<file path="src/rtl/fp_mul_pkg.sv">
// -----------------------------------------------------------------------------
// fp_mul_pkg
// Shared types and helpers for the pipelined floating-point multiplier.
//   fp_class_e  : operand / result class (zero, normal, infinity, NaN)
//   fp_flags_t  : per-result status flags, in output order
//   bias()      : exponent bias for a given exponent width
//   inf_word()  : +Inf bit pattern, returned in a MAX_W-bit container
//   qnan_word() : canonical quiet NaN bit pattern, MAX_W-bit container
// Word width (1+EXP_W+MAN_W) must not exceed MAX_W.
// -----------------------------------------------------------------------------
package fp_mul_pkg;

  localparam int MAX_W = 64;

  typedef enum logic [1:0] {
    FP_ZERO,
    FP_NORM,
    FP_INF,
    FP_NAN
  } fp_class_e;

  typedef struct packed {
    logic exception;
    logic overflow;
    logic underflow;
    logic zero;
  } fp_flags_t;

  function automatic int bias(input int exp_w);
    return (1 << (exp_w - 1)) - 1;
  endfunction

  // {0, all-ones, 0}; caller takes the low W bits and sets the sign.
  function automatic logic [MAX_W-1:0] inf_word(input int exp_w, input int man_w);
    logic [MAX_W-1:0] w;
    w = '0;
    for (int i = 0; i < exp_w; i++) w[man_w + i] = 1'b1;
    return w;
  endfunction

  // {0, all-ones, 1 << (man_w-1)}.
  function automatic logic [MAX_W-1:0] qnan_word(input int exp_w, input int man_w);
    logic [MAX_W-1:0] w;
    w = inf_word(exp_w, man_w);
    w[man_w - 1] = 1'b1;
    return w;
  endfunction

endpackage

</file>
<file path="src/rtl/fp_mul_unpack.sv">
// -----------------------------------------------------------------------------
// fp_unpack
// Splits one operand into fields and classifies it. Subnormals (exp == 0)
// are flushed to zero with their sign kept; the significand carries the
// hidden bit for normal operands and is zero otherwise.
// Ports:
//   x     in  W        operand {sign, exp, man}
//   sign  out 1        sign bit
//   expo  out EXP_W    biased exponent field as stored
//   sig   out MAN_W+1  {hidden bit, man} for normals, 0 for other classes
//   cls   out 2        fp_class_e
// -----------------------------------------------------------------------------
module fp_unpack
  import fp_mul_pkg::*;
#(
  parameter  int EXP_W = 8,
  parameter  int MAN_W = 23,
  localparam int W     = 1 + EXP_W + MAN_W
) (
  input  logic [W-1:0]     x,
  output logic             sign,
  output logic [EXP_W-1:0] expo,
  output logic [MAN_W:0]   sig,
  output fp_class_e        cls
);

  logic [MAN_W-1:0] man;

  assign sign = x[W-1];
  assign expo = x[W-2 -: EXP_W];
  assign man  = x[MAN_W-1:0];

  // NOTE: every output of a combinational block gets a default first, so
  // no path through the if-chain can leave one unassigned and infer a latch.
  always_comb begin
    cls = FP_NORM;
    sig = {1'b1, man};
    if (expo == '0) begin
      cls = FP_ZERO;
      sig = '0;
    end else if (&expo) begin
      cls = (man != '0) ? FP_NAN : FP_INF;
      sig = '0;
    end
  end

endmodule

</file>
<file path="src/rtl/fp_mul_pipe.sv">
// -----------------------------------------------------------------------------
// fp_mul_pipe
// Three-stage pipelined floating-point multiplier with valid/ready on both
// sides. Parametrised exponent/mantissa widths, flush-to-zero on subnormal
// inputs, no subnormal outputs.
//   S1: unpack both operands, classify the result, add exponents, multiply
//       significands.
//   S2: normalise the product and round (or truncate).
//   S3: pack the result and flags into the output registers.
// out_valid rises on the third rising edge counting the accept edge as the
// first. One global advance signal moves all stages together; bubbles move
// but are not squeezed out, so a full pipe holds three results.
//
// Build option: define FP_MUL_RNE_EN for round-to-nearest-even; otherwise
// the mantissa is truncated. Only S2 differs between the two builds.
//
// Ports:
//   clk        in  1   rising-edge clock
//   rst_n      in  1   synchronous active-low reset
//   in_valid   in  1   operand pair valid
//   in_ready   out 1   operands accepted this cycle (depends on out_ready only)
//   a, b       in  W   operands {sign, exp, man}
//   out_valid  out 1   result valid
//   out_ready  in  1   consumer takes the result
//   prod       out W   product
//   exception  out 1   an operand was Inf or NaN
//   overflow   out 1   finite result exceeded the largest exponent
//   underflow  out 1   nonzero result fell below the smallest normal
//   zero       out 1   result is +/-0
// -----------------------------------------------------------------------------
module fp_mul_pipe
  import fp_mul_pkg::*;
#(
  parameter  int EXP_W = 8,
  parameter  int MAN_W = 23,
  localparam int W     = 1 + EXP_W + MAN_W
) (
  input  logic         clk,
  input  logic         rst_n,
  input  logic         in_valid,
  output logic         in_ready,
  input  logic [W-1:0] a,
  input  logic [W-1:0] b,
  output logic         out_valid,
  input  logic         out_ready,
  output logic [W-1:0] prod,
  output logic         exception,
  output logic         overflow,
  output logic         underflow,
  output logic         zero
);

  // Exponent arithmetic is two bits wider than the field so that neither the
  // sum of two large exponents nor the bias subtraction can wrap.
  localparam int PW = 2 * MAN_W + 2;
  localparam int EW = EXP_W + 2;

  localparam logic signed [EW-1:0] BIAS_S = EW'(bias(EXP_W));
  localparam logic signed [EW-1:0] MAX_E  = EW'((1 << EXP_W) - 1);
  localparam logic signed [EW-1:0] ONE_E  = EW'(1);
  localparam logic signed [EW-1:0] ZERO_E = '0;

  localparam logic [MAX_W-1:0] INF_FULL  = inf_word(EXP_W, MAN_W);
  localparam logic [MAX_W-1:0] QNAN_FULL = qnan_word(EXP_W, MAN_W);
  localparam logic [W-1:0]     INF_POS   = INF_FULL[W-1:0];
  localparam logic [W-1:0]     QNAN      = QNAN_FULL[W-1:0];

  // Global advance: every stage moves when the output slot is free or is
  // being drained this cycle.
  logic adv;
  assign adv      = !out_valid | out_ready;
  assign in_ready = adv;

  // ---------------------------------------------------------------- S1 ----
  logic             sa, sb;
  logic [EXP_W-1:0] ea, eb;
  logic [MAN_W:0]   siga, sigb;
  fp_class_e        ca, cb;

  fp_unpack #(.EXP_W(EXP_W), .MAN_W(MAN_W)) u_unpack_a (
    .x    (a),
    .sign (sa),
    .expo (ea),
    .sig  (siga),
    .cls  (ca)
  );

  fp_unpack #(.EXP_W(EXP_W), .MAN_W(MAN_W)) u_unpack_b (
    .x    (b),
    .sign (sb),
    .expo (eb),
    .sig  (sigb),
    .cls  (cb)
  );

  fp_class_e              s1_cls_d;
  logic signed [EW-1:0]   s1_exp_d;
  logic        [PW-1:0]   s1_prod_d;

  // Result class in priority order: NaN (including Inf x 0), Inf, zero.
  always_comb begin
    s1_cls_d = FP_NORM;
    if (ca == FP_NAN || cb == FP_NAN ||
        (ca == FP_INF && cb == FP_ZERO) || (ca == FP_ZERO && cb == FP_INF))
      s1_cls_d = FP_NAN;
    else if (ca == FP_INF || cb == FP_INF)
      s1_cls_d = FP_INF;
    else if (ca == FP_ZERO || cb == FP_ZERO)
      s1_cls_d = FP_ZERO;
  end

  assign s1_exp_d  = $signed({2'b00, ea}) + $signed({2'b00, eb}) - BIAS_S;
  assign s1_prod_d = {{(MAN_W+1){1'b0}}, siga} * {{(MAN_W+1){1'b0}}, sigb};

  logic                 s1_valid;
  logic                 s1_sign;
  fp_class_e            s1_cls;
  logic signed [EW-1:0] s1_exp;
  logic        [PW-1:0] s1_prod;

  // ---------------------------------------------------------------- S2 ----
  // The product of two [1,2) significands lies in [1,4). With the MSB set it
  // is already normalised (exponent +1); otherwise shift left by one. The
  // shifted value drops the MSB, which is the hidden bit either way.
  logic [PW-2:0]        s2_shift;
  logic [MAN_W-1:0]     s2_man_t;
  logic signed [EW-1:0] s2_exp_n;
  logic                 rnd_g, rnd_s;
  logic [MAN_W-1:0]     s2_man_d;
  logic signed [EW-1:0] s2_exp_d;

  always_comb begin
    s2_shift = s1_prod[PW-1] ? s1_prod[PW-2:0] : {s1_prod[PW-3:0], 1'b0};
    s2_man_t = s2_shift[PW-2 -: MAN_W];
    s2_exp_n = s1_exp + (s1_prod[PW-1] ? ONE_E : ZERO_E);
  end

  assign rnd_g = s2_shift[MAN_W];
  assign rnd_s = |s2_shift[MAN_W-1:0];

`ifdef FP_MUL_RNE_EN
  logic           rnd_up;
  logic [MAN_W:0] man_sum;

  // Round up on G & (S | lsb). A carry out of the mantissa leaves it at
  // zero (1.111.. + ulp = 10.000..) and bumps the exponent.
  always_comb begin
    rnd_up   = rnd_g & (rnd_s | s2_man_t[0]);
    man_sum  = {1'b0, s2_man_t} + {{MAN_W{1'b0}}, rnd_up};
    s2_man_d = man_sum[MAN_W-1:0];
    s2_exp_d = s2_exp_n + (man_sum[MAN_W] ? ONE_E : ZERO_E);
  end
`else
  // Truncation: guard and sticky are intentionally discarded.
  logic unused_round_bits;
  assign unused_round_bits = rnd_g ^ rnd_s;
  assign s2_man_d          = s2_man_t;
  assign s2_exp_d          = s2_exp_n;
`endif

  logic                 s2_valid;
  logic                 s2_sign;
  fp_class_e            s2_cls;
  logic signed [EW-1:0] s2_exp;
  logic [MAN_W-1:0]     s2_man;

  // ---------------------------------------------------------------- S3 ----
  logic [W-1:0] prod_d;
  fp_flags_t    flags_d;

  always_comb begin
    prod_d  = '0;
    flags_d = '0;
    case (s2_cls)
      FP_NAN: begin
        prod_d            = QNAN;
        flags_d.exception = 1'b1;
      end
      FP_INF: begin
        prod_d            = INF_POS;
        prod_d[W-1]       = s2_sign;
        flags_d.exception = 1'b1;
      end
      FP_ZERO: begin
        prod_d[W-1]  = s2_sign;
        flags_d.zero = 1'b1;
      end
      default: begin
        if (s2_exp >= MAX_E) begin
          prod_d           = INF_POS;
          prod_d[W-1]      = s2_sign;
          flags_d.overflow = 1'b1;
        end else if (s2_exp <= ZERO_E) begin
          prod_d[W-1]       = s2_sign;
          flags_d.underflow = 1'b1;
          flags_d.zero      = 1'b1;
        end else begin
          prod_d = {s2_sign, s2_exp[EXP_W-1:0], s2_man};
        end
      end
    endcase
  end

  // ------------------------------------------------------------ registers --
  // NOTE: sequential state uses non-blocking assignments so every register
  // samples pre-edge values and stage-to-stage order does not matter.
  always_ff @(posedge clk) begin
    if (!rst_n) begin
      s1_valid  <= 1'b0;
      s2_valid  <= 1'b0;
      out_valid <= 1'b0;
      prod      <= '0;
      exception <= 1'b0;
      overflow  <= 1'b0;
      underflow <= 1'b0;
      zero      <= 1'b0;
    end else if (adv) begin
      s1_valid  <= in_valid;
      s2_valid  <= s1_valid;
      out_valid <= s2_valid;
      prod      <= prod_d;
      exception <= flags_d.exception;
      overflow  <= flags_d.overflow;
      underflow <= flags_d.underflow;
      zero      <= flags_d.zero;
    end
  end

  // NOTE: internal datapath registers have no reset; their contents are only
  // observed behind a valid bit, so resetting them would just add fan-out.
  always_ff @(posedge clk) begin
    if (adv) begin
      s1_sign <= sa ^ sb;
      s1_cls  <= s1_cls_d;
      s1_exp  <= s1_exp_d;
      s1_prod <= s1_prod_d;
      s2_sign <= s1_sign;
      s2_cls  <= s1_cls;
      s2_exp  <= s2_exp_d;
      s2_man  <= s2_man_d;
    end
  end

endmodule

</file>
<file path="config.mk">
export PLATFORM = sky130hd
export DESIGN_NAME = fp_mul_pipe
export DESIGN_NICKNAME = d
export VERILOG_FILES = /design/src/rtl/fp_mul_pkg.sv /design/src/rtl/fp_mul_unpack.sv /design/src/rtl/fp_mul_pipe.sv
export SDC_FILE = /design/constraint.sdc
export NUM_CORES = 2
export LEC_CHECK = 0
export CORE_MARGIN = 5
export CORE_UTILIZATION = 45
export DETAILED_ROUTE_END_ITERATION = 8
export GPL_TIMING_DRIVEN = 1
export PLACE_DENSITY = 0.7
export SLEW_MARGIN = 20
export SYNTH_ARGS = -nofsm -noshare
export SYNTH_HDL_FRONTEND = slang
export SYNTH_HIERARCHICAL = 1
export SYNTH_SLANG_ARGS = --single-unit
</file>
<file path="constraint.sdc">
create_clock -name clk -period 9.3 [get_ports clk]
set_clock_uncertainty 0.15 [all_clocks]
set_input_delay 1.86 -clock clk [delete_from_list [all_inputs] [get_ports clk]]
set_output_delay 1.86 -clock clk [all_outputs]
set_load 0.05 [all_outputs]
</file>
==> Word level (Yosys, flattened, before mapping) <==
Cells that the tools add are included.
{ "classes": {"add_sub_neg": 3, "n_mul": 1, "order_cmp": 2, "eq_ne": 6, "n_mux": 24, "n_bitwise": 2, "n_reduce_logical": 21} }
{ "op_table": {"columns": ["op", "n"], "rows": [
  ["two-way mux 24 bit", 4],
  ["one-hot mux 31 bit (3 select lines)", 1],
  ["two-way mux 31 bit", 2],
  ["multiplier 24 x 24 -> 48 bit", 1],
  ["two-way mux 47 bit", 1],
  ["nonzero test 23 bit", 2],
  ["logical NOT 8 bit", 2],
  ["AND reduction 8 bit", 2],
  ["two-way mux 2 bit", 7],
  ["== test 2 bit, second input constant", 6],
  ["adder 10 x 2 -> 10 bit", 1],
  [">= comparator 10 x 9 -> 1 bit, second input constant", 1],
  ["less-or-equal comparator 10 x 1 -> 1 bit, second input constant", 1],
  ["subtractor 9 x 7 -> 10 bit, second input constant", 1],
  ["adder 8 x 8 -> 9 bit", 1],
  ["two-way mux 1 bit", 7],
  ["logical NOT 2 bit", 3],
  ["OR reduction 2 bit", 3],
  ["logical OR 1 bit", 5],
  ["one-hot mux 1 bit (2 select lines)", 2],
  ["OR reduction 3 bit", 1],
  ["logical AND 1 bit", 2],
  ["logical NOT 1 bit", 1],
  ["bitwise OR 1 bit", 1],
  ["XOR 1 bit", 1]
]} }
{ "totals": {"register_bits": 136} }

==> Logic depth before layout (Yosys ltp) <==
{ "logic_depth": {"depth_word": 9, "depth_mapped": 29, "depth_no_buf": 27} }

==> By module <==
The synthesis kept the hierarchy.
{ "modules_own_cells": {"columns": ["module", "n_inst", "cells_per_inst", "area_per_inst_um2", "seq_area_each_um2"], "rows": [
  ["fp_mul_pipe", 1, 2432, 23090.9, 3002.9],
  ["fp_unpack", 2, 51, 396.6, 0.0]
]} }

==> Worst setup path before layout <==
Ideal clock, no wire load.
{ "synth_timing": {"path_type": "input-to-reg", "startpoint": "in a[30]", "endpoint": "reg s1_prod[46] (data pin)", "setup_time_ns": 0.271, "arrival_time_ns": 8.515, "setup_slack_ns": 0.364, "cell_stages": 26, "path_buffers": 2, "cell_sequence": "or4_4 > nor2_4 > buf_6 > nor2_1 > clkbuf_1 > and2_1 > fa_1 > fa_1 > inv_1 > fa_1 > fa_1 > inv_1 > fa_1 > fa_1 > inv_1 > fa_1 > inv_1 > ha_1 > and3_1 > and4_4 > o2111ai_4 > a211oi_4 > o21ai_2 > a31oi_4 > or4_1 > o311ai_2"} }
{ "synth_via": {"elab_chain_len": 4} }
{ "synth_rtl": {"columns": ["element", "line_no", "source"], "rows": [
  ["start: declaration", "fp_mul_pipe.sv:42", "input logic [W-1:0] a,"],
  ["AND reduction 8 bit", "fp_mul_unpack.sv:41", "end else if (&expo) begin"],
  ["two-way mux 24 bit", "fp_mul_unpack.sv:41", null],
  ["two-way mux 24 bit (*)", "fp_mul_unpack.sv:38", "if (expo == '0) begin"],
  ["named net siga[23]", "fp_mul_pipe.sv:77", "logic [MAN_W:0] siga, sigb;"],
  ["multiplier 24 x 24 -> 48 bit (*)", "fp_mul_pipe.sv:113", "assign s1_prod_d = {{(MAN_W+1){1'b0}}, siga} * {{(MAN_W+1){1'b0}}, sigb};"],
  ["named net s1_prod_d[46]", "fp_mul_pipe.sv:98", "logic [PW-1:0] s1_prod_d;"],
  ["end signal: assignment", "fp_mul_pipe.sv:236", "s1_prod <= s1_prod_d;"],
  ["end: declaration", "fp_mul_pipe.sv:119", "logic [PW-1:0] s1_prod;"]
]} }
Mark *: on every way through the listed nets, which the timed path passes. The rest lies on a longest branch.
A chain may end at the register's enable or synchronous reset.

==> Worst setup path after layout <==
{ "layout_timing": {"startpoint": "in b[27]", "endpoint": "reg s1_prod[31] (data pin)"} }
{ "layout_via": {"elab_chain_len": 4} }
{ "layout_rtl": {"columns": ["element", "line_no", "source"], "rows": [
  ["start: declaration", "fp_mul_pipe.sv:43", "input logic [W-1:0] b,"],
  ["AND reduction 8 bit", "fp_mul_unpack.sv:41", null],
  ["two-way mux 24 bit", "fp_mul_unpack.sv:41", null],
  ["two-way mux 24 bit (*)", "fp_mul_unpack.sv:38", null],
  ["named net sigb[10]", "fp_mul_pipe.sv:77", null],
  ["multiplier 24 x 24 -> 48 bit (*)", "fp_mul_pipe.sv:113", null],
  ["named net s1_prod_d[31]", "fp_mul_pipe.sv:98", null]
]} }
Marked as above.

==> metrics.md <==
| Metric | Value |
|---|---|
| Final hold vios | `0` |
| First DRT Iteration DRCs | `1077` |
| Crit end category | `flip-flop` |
| Clock root cell | `clkbuf_16` |
| Max stage delay on crit path | `a little over 0.6 ns` |
| Total GRT Usage | `22.8%` |
| Die Ht | `between 200 and 250 um` |
| DR vias | `between 15000 and 20000` |
| Mux cell area share after synthesis | `~1.2%` |
| Synth Flop Type | `edfxtp_1` |
| Max FO, Critical Path | `10` |
| Post-Syn Instances | `~2500` |
| Drt first pass iters | `5` |
| Initial Util | `45.5%` |
| Crit path DAT | `~9.1 ns` |
| Xor/xnor cell area share of the yosys netlist | `around 1.3%` |
| Placer Congestion | `about 0.94` |
| IO Pins | `~110` |
| Critical path class | `in2reg` |
| Htree depth | `4` |
| Final HPWL DP | `between 50000 and 60000 um` |
| Number of port buffers | `approximately 110` |
| Worst path slowest cell | `fa_1` |
| Worst rel slew slack | `~25%` |
| Total Nets Final | `approximately 3600` |
| DR WL/cell | `18.4 um` |
| Cells after DPL | `approximately 3400` |
| Worst-Margin Slew | `roughly 1.1 ns` |
| Outcome | `finished clean` |
| Max Slew Vio Count | `0` |
| CP most frequent cell | `fa_1` |
| Setup violators final | `0` |
| Number of synthesized flops with an enable pin | `74` |
| Grt ovf | `0` |
| Commonest non-fill, non-tap cell in the layout | `inv_1` |
| Fmax | `109 MHz` |
| Mapped Area | `roughly 24000 sq um` |
| Fin crit period | `around 9 ns` |
| Avg Cell Area, Syn | `roughly 9.4 sq um` |
| Die Footprint | `57800 sq um` |
| Layout cells sized above 1 | `about a fifth` |
| Seq/Total Area, Yosys | `approximately an eighth` |
| Sink Count | `~110` |
| Die X | `roughly 240 um` |
| WP buf/inv | `12` |
| Adder-cell share of the synthesized area | `50.2%` |
| Vias in the first global route | `between 15000 and 20000` |
| P&R area growth vs syn | `23.3%` |
| Synth Warn # | `6` |
| Reg clk slew, reported paths | `roughly 0.050 ns` |
| Setup TNS | `0 ns` |
| Number of remaining DRC errors | `0` |
| Clock buffer count from CTS | `17` |
| Most frequent cells in the layout | `inv_1 (563), fa_1 (468), nand2_1 (325), and2_1 (277), buf_4 (257)` |
| Routed wire length | `65100 um` |
| # fillers | `roughly 4400` |
| Worst skew pair latency | `0.40 ns` |
| First-pass GRT wire length | `104000 um` |
| Crit path max-delay family | `adder cells` |
| Via/cell ratio | `between 5 and 6` |
| Post-synthesis compound-gate area fraction | `5.36%` |
| Synthesized net count | `between 3000 and 4000` |
| Final hold slack | `roughly 0.27 ns` |
| Max-Cap Viols | `0` |
| Cell area after placement | `27600 sq um` |
| CTS tree | `yes` |
| Placement Rows | `between 80 and 90` |
| Final cell count without fillers | `3548` |
| Main combinational cell family by area after synthesis | `adder cells` |
| WP data required | `slightly above 9 ns` |
| Hold Crit Class | `reg2reg` |
| Synthesis-stage register bit count | `around 110` |
| Period utilisation layout | `a little over nine tenths` |
| Fin area | `just under 30000 sq um` |
| Fraction of registers with async set/reset | `0%` |
| Initial antenna violation count | `3` |
| Antenna-violating nets left | `0` |
| Core Box Area | `52600 sq um` |
| Worst Setup Start Kind | `input port` |
| Yosys cell types | `75` |
| Clock buffer depth | `2` |
| Simple-gate share of the synthesized area | `~18%` |
| Largest net degree at the start of global routing | `90` |
-- worst register-to-register path, cell delays in order, from the launching register on --
cell and delay (ns):
dfxtp_1 0.30, nor2b_2 0.14, buf_4 0.23, nor2_1 0.40, and3b_1 0.76, a22oi_1 0.17, nor2b_1 0.17
-- area by class of cell --
class / instances / area [sq um] / share of cell area (%)
Multi-Input combinational cell: 1712 / 18900 / 64.1
Clock inverter: 8 / 37.5 / 0.127
Clock buffer: 24 / 492 / 1.67
Antenna cell: 2 / 5.00 / 0.0170
Tap cell: 688 / 861 / 2.92
Sequential cell: 113 / 3000 / 10.2
Timing Repair Buffer: 426 / 4010 / 13.6
Inverter: 575 / 2160 / 7.33
-- synth_stat cells, drive strengths merged, types with 16 or more instances --
cell type / instances / share of area, %
xnor2: 25 / 0.92
a22oi: 23 / 0.72
a21oi: 48 / 1.1
nor2: 33 / 0.59
edfxtp: 74 / 9.3
inv: 575 / 9.0
nor2b: 30 / 0.79
o21ai: 33 / 0.71
buf: 26 / 0.83
and2: 281 / 7.4
mux2: 25 / 1.2
a21o: 16 / 0.51
ha: 187 / 9.8
nand2: 331 / 5.2
dfxtp: 39 / 3.3
fa: 482 / 40
nor3b: 47 / 1.6
clkbuf: 112 / 1.8
-- routing by layer --
layer | wire (um) | vias up | GRT usage (%)
met1 | 26300 | 9227 | 29.7
met3 | 5250 | 167 | 4.32
li1 | - | 8278 | -
met5 | 13 | - | 0
met4 | 2890 | 2 | 8.94
met2 | 30700 | 701 | 38.0
-- path summary, 6_finish.rpt --
check,startpoint,endpoint,slack (ns),cells after the start
setup / recovery,b[27],s1_prod[31],0.16,31
hold / removal,s1_cls[0],s2_cls[0],0.27,0
setup reg to reg,out_valid,prod[10],6.92,6
hold reg to reg,s1_cls[0],s2_cls[0],0.27,0
-- flip-flops by register name (all words and copies together) (netlist names) --
| name | count |
|---|---|
| s1_prod | 25 |
| s2_valid | 1 |
| s1_valid | 1 |
| s2_man | 23 |
| prod | 32 |
| s1_sign | 1 |
| exception | 1 |
| s1_cls | 2 |
| s2_cls | 2 |
| s1_exp | 10 |
| out_valid | 1 |
| s2_sign | 1 |
| s2_exp | 10 |
| zero | 1 |
| overflow | 1 |
| underflow | 1 |
-- what timing repair did --
| action | in CTS | in global routing |
|---|---|---|
| hold buffers | 0 | 0 |
| endpoints found under the setup margin | 19 | 20 |
| gates resized for setup | 79 | 105 |
| endpoints found under the hold margin | 0 | 0 |
| pin swaps | 57 | 78 |
| setup buffers | 34 | 37 |
| gates cloned | 7 | 3 |
-- stage by stage --
stage          setup slack (ns)  util, %
2_1_floorplan             0.364        -
3_3_place_gp             -0.546     52.4
3_5_place_dp             -0.791     52.4
4_1_cts                 0.00585     54.9
5_1_grt                 -0.0426     56.1
6_report                  0.157     56.1
-- cells by family after synthesis --
family | after synthesis
simple gates | 800
buf+inv | 713
fa+ha+maj | 669
compound gates | 178
flops | 113
xor+xnor | 35
mux | 26
Power is left out: the tool's default activity adds up to more than one toggle a clock period on the data nets, which glitch-free logic cannot reach.
==> RTL edit 1, RTL diff (same flow settings) <==
The option `FP_MUL_RNE_EN` is turned on by a define.
--- a/src/rtl/fp_mul_pipe.sv
+++ b/src/rtl/fp_mul_pipe.sv
@@ -29,4 +29,6 @@
 //   zero       out 1   result is +/-0
 // -----------------------------------------------------------------------------
+`define FP_MUL_RNE_EN
+
 module fp_mul_pipe
   import fp_mul_pkg::*;
Behaviour: not the same (Yosys sat finds a counterexample within 4 cycles, from zero or initial values and one cycle with rst_n low).
==> RTL edit 1 against the original RTL <==
Register-to-register slack lost 1200 ps. Synthesized cell count up 9.1%. Maximum frequency decreased by 0.24%. Wire length increased by 6.4%. First-iteration DRC count rose by 5.2%. Area after synthesis increased by 7.8%. Sequential cell count increased by 23. Worst setup slack lost 22 ps. Cell area increased by 7.2%.
Power is left out: the tool's default activity adds up to more than one toggle a clock period on the data nets, which glitch-free logic cannot reach.
==> RTL edit 1: results (changes against the original RTL) <==
Setup path
  • Crit path capture: s1_prod[43] (was s1_prod[31])
  • R2R depth: 13 (was 6)
  • Slowest CP cell: or4_4 (was fa_1)
  • WP data arrival: 9170 ps (was 9140 ps)
  • Reg2Reg Capture Point: s2_exp[6] (was prod[10])
  • R2R setup slack: 5750 ps (was 6920 ps)
  • Max incr delay on CP: 550 ps (was 610 ps)

CTS
  • Clock Latency Late Sink: 420 ps (was 400 ps)

Finish
  • # diodes: 0 (was 2)
  • Layout cell share with drive strength beyond 1: 0.1733 (was 0.1865)
  • Final #Nets: 3828 (was 3582)
  • Regs by FF count: s1_prod x48, prod x32, s2_man x23 (was prod x32, s1_prod x25, s2_man x23)
  • Fillers: 4794 (was 4392)

Routing
  • DRT Wirelength: 69260 um (was 65110 um)

Synthesis
  • Post-synth cell types: 72 (was 75)
  • Sequential fraction of the synthesis area: 0.1435 (was 0.1257)
  • Commonest cells post-synth: inv_1, fa_1, nand2_1 (unchanged)
  • Post-Syn Nets: 3507 (was 3271)

STA
  • Setup ws final: 134.7 ps (was 156.8 ps)
  • Slew @ Worst Pin: 892.5 ps (was 1119 ps)

Global route
  • GR Util All Layers: 0.2203 (was 0.2283)
  • Antenna violations before repair: 0 (was 3)
  • Largest net degree at the start of global routing: 67 (was 90)
  • First-pass GRT wire length: 112100 um (was 104500 um)
  • Vias in the first global route: 21440 (was 19950)

Outcome
  • Outcome: finished, final reports clean (unchanged)

Place
  • RePlAce Congestion: 0.9576 (was 0.9391)
==> RTL edit 1: what timing repair did <==
item                       4_1_cts  5_1_grt
gates cloned                     3        5
resized for setup               86       79
buffers inserted                21       21
setup endpoints to repair       17       26
pin swaps                       53       66
==> RTL edit 1: stage by stage <==
step | hold slack (ps) | std cells | area (um2)
after floorplan | 250.3 | 2764 | 25740
after global placement | 259.1 | 3776 | 29810
after detailed placement | 261.0 | 3776 | 29810
after CTS | 283.9 | 3828 | 30980
after global routing | 291.4 | 3854 | 31580
final | 282.6 | 3854 | 31580
==> RTL edit 1: routing by layer <==
layer | up-vias | GRT usage | wire, um | part of all wire
met1 | 10100 | 0.3061 | 30160 | 0.44
met5 | - | 0 | 0 | 0
li1 | 9078 | - | - | -
met2 | 638 | 0.3612 | 32690 | 0.47
met3 | 112 | 0.03706 | 4569 | 0.066
met4 | 0 | 0.05911 | 1846 | 0.027
==> RTL edit 1: worst reg2reg max path, delay by kind of cell, from the launching register on <==
family,cells,cell delay (ps)
buffers and inverters,2,480
flip-flops,1,330
adder cells (fa/ha/maj),2,700
AO/OA/AOI/OAI,1,230
AND/OR/NAND/NOR,7,1280
XOR/XNOR,1,150
==> RTL edit 1: logic make-up (layout without fill, tap and decap cells) <==
kind of cell | count (synthesis) | count (layout) | synth area share
mux | 14 | 14 | 0.005638
xor+xnor | 88 | 88 | 0.02994
flops | 136 | 136 | 0.1435
simple gates | 899 | 901 | 0.1823
buf+inv | 721 | 1053 | 0.1094
compound gates | 231 | 231 | 0.06017
fa+ha+maj | 675 | 675 | 0.4692
==> RTL edit 1: final cells by class <==
type	instances	area share
timing repair buffer	450	0.1308
inverter	571	0.06794
multi-input combinational	1909	0.6359
clock inverter	12	0.003288
tap	756	0.02995
clock buffer	20	0.01517
sequential	136	0.1169
==> RTL edit 2, RTL diff (config.mk and constraints unchanged) <==
Made on the original files. Make the reset (`rst_n`) asynchronous in one clocked block. Comments in the files are not updated.
--- a/src/rtl/fp_mul_pipe.sv
+++ b/src/rtl/fp_mul_pipe.sv
@@ -205,5 +205,5 @@
   // NOTE: sequential state uses non-blocking assignments so every register
   // samples pre-edge values and stage-to-stage order does not matter.
-  always_ff @(posedge clk) begin
+  always_ff @(posedge clk or negedge rst_n) begin
     if (!rst_n) begin
       s1_valid  <= 1'b0;
Check against the original RTL: not equivalent (a bounded check fails within 4 cycles, from zero or initial values and one cycle with rst_n low; the reset may be asserted at any time).
==> RTL edit 2 against the original RTL <==
Utilization shrank 0.20 points. Largest cell class unchanged. Area after synthesis grew 0.47%. Wire length grew 0.46%. Worst setup slack gained 7.7 ps. Cell area shrank 0.15%. Non-clock buffer count shrank 15. Synthesized cell count shrank 0.55%. Critical endpoint is now s1_prod[46]. Via count grew 0.44%. Sequential cell count is the same.
Power is left out: the tool's default activity adds up to more than one toggle a clock period on the data nets, which glitch-free logic cannot reach.
==> RTL edit 2: results (changes against the original RTL) <==
Setup path
  • Reg2Reg Capture Point: prod[30] (was prod[10])
  • Reg2reg start: out_valid (unchanged)
  • Crit-path max FO: 11 (was 10)
  • Crit path capture: s1_prod[46] (was s1_prod[31])
  • Max incr delay on CP: 550 ps (was 610 ps)
  • R2R setup slack: 6980 ps (was 6920 ps)
  • Critical path origin: b[23] (was b[27])

Finish
  • Final #Nets: 3551 (was 3582)
  • Fillers: 4404 (was 4392)
  • Design Area, Final: 29420 um2 (was 29460 um2)
  • Layout cell share with drive strength beyond 1: 0.1769 (was 0.1865)
  • # diodes: 0 (was 2)

Routing
  • DRT Pass-1 Iters: 5 (unchanged)
  • Initial DRC count: 1222 (was 1077)
  • Via count: 18460 (was 18380)
  • DR vias/cell: 5.251 (was 5.179)
  • Metal2 WL: 32930 um (was 30670 um)
  • DRT Wirelength: 65410 um (was 65110 um)
  • Met3 WL: 3895 um (was 5252 um)
  • WL met1: 25520 um (was 26290 um)
  • DR top layer: met4 (was met5)

Synthesis
  • Commonest cells post-synth: inv_1, fa_1, nand2_1 (unchanged)
  • Ys async rst share: 0.3451 (was 0)
  • Post-synth cell types: 67 (was 75)
  • Mapped Cells: 2520 (was 2534)
  • Sequential fraction of the synthesis area: 0.1333 (was 0.1257)
  • Area contributors post-synth: fa_1, ha_1, edfxtp_1 (unchanged)
  • Post-Syn Nets: 3257 (was 3271)

Global route
  • Largest net degree at the start of global routing: 85 (was 90)
  • GR Layer Usage met3: 0.03451 (was 0.04324)
  • GR Util All Layers: 0.2241 (was 0.2283)
  • M2 GR Usage: 0.3860 (was 0.3801)
  • First-pass GRT wire length: 103800 um (was 104500 um)
  • Antenna violations before repair: 0 (was 3)
  • Vias in the first global route: 20050 (was 19950)
  • Met1 Usage GRT: 0.2824 (was 0.2971)

Worst hold path
  • Hold crit path type: register to register (unchanged)
  • Hold endpoint: s2_sign (was s2_cls[0])
  • Hold Startpoint: s1_sign (was s1_cls[0])

Place
  • DP Cell Count: 3441 (was 3447)
  • RePlAce Congestion: 0.9389 (was 0.9391)
  • Setup slack at placement: -772.3 ps (was -790.6 ps)
  • Placed Area: 27860 um2 (was 27560 um2)
  • HPWL Detailed: 53960 um (was 52750 um)

CTS
  • # H-tree levels: 4 (unchanged)
  • Root buffer cell: clkbuf_16 (unchanged)

STA
  • Final Cycle Share: 0.9823 (was 0.9831)
  • Worst hold slack: 268.4 ps (was 269.0 ps)
  • Slew @ Worst Pin: 1042 ps (was 1119 ps)

Outcome
  • Outcome: finished, final reports clean (unchanged)

Floorplan
  • Core area: 52660 um2 (was 52550 um2)
RTL edit 2: logic make-up after synthesis:
| logic type | count (synthesis) | share of synthesized area |
|---|---|---|
| flops | 113 | 0.1333 |
| mux | 26 | 0.01215 |
| fa+ha+maj | 669 | 0.4996 |
| xor+xnor | 42 | 0.01533 |
| simple gates | 784 | 0.1697 |
| compound gates | 175 | 0.05402 |
| buf+inv | 711 | 0.1159 |
RTL edit 2: final cells by class:
cell class	count	area share
Clock inverter	13	0.004679
Inverter	572	0.07303
Clock buffer	19	0.01540
Sequential cell	113	0.1087
Tap cell	688	0.02926
Timing Repair Buffer	411	0.1319
Multi-Input combinational cell	1699	0.6370
RTL edit 2: repair_timing:
item,4_1_cts,5_1_grt
pin swaps,25,64
resized for setup,46,70
cloned,1,4
setup endpoints to repair,19,21
buffers inserted,17,26
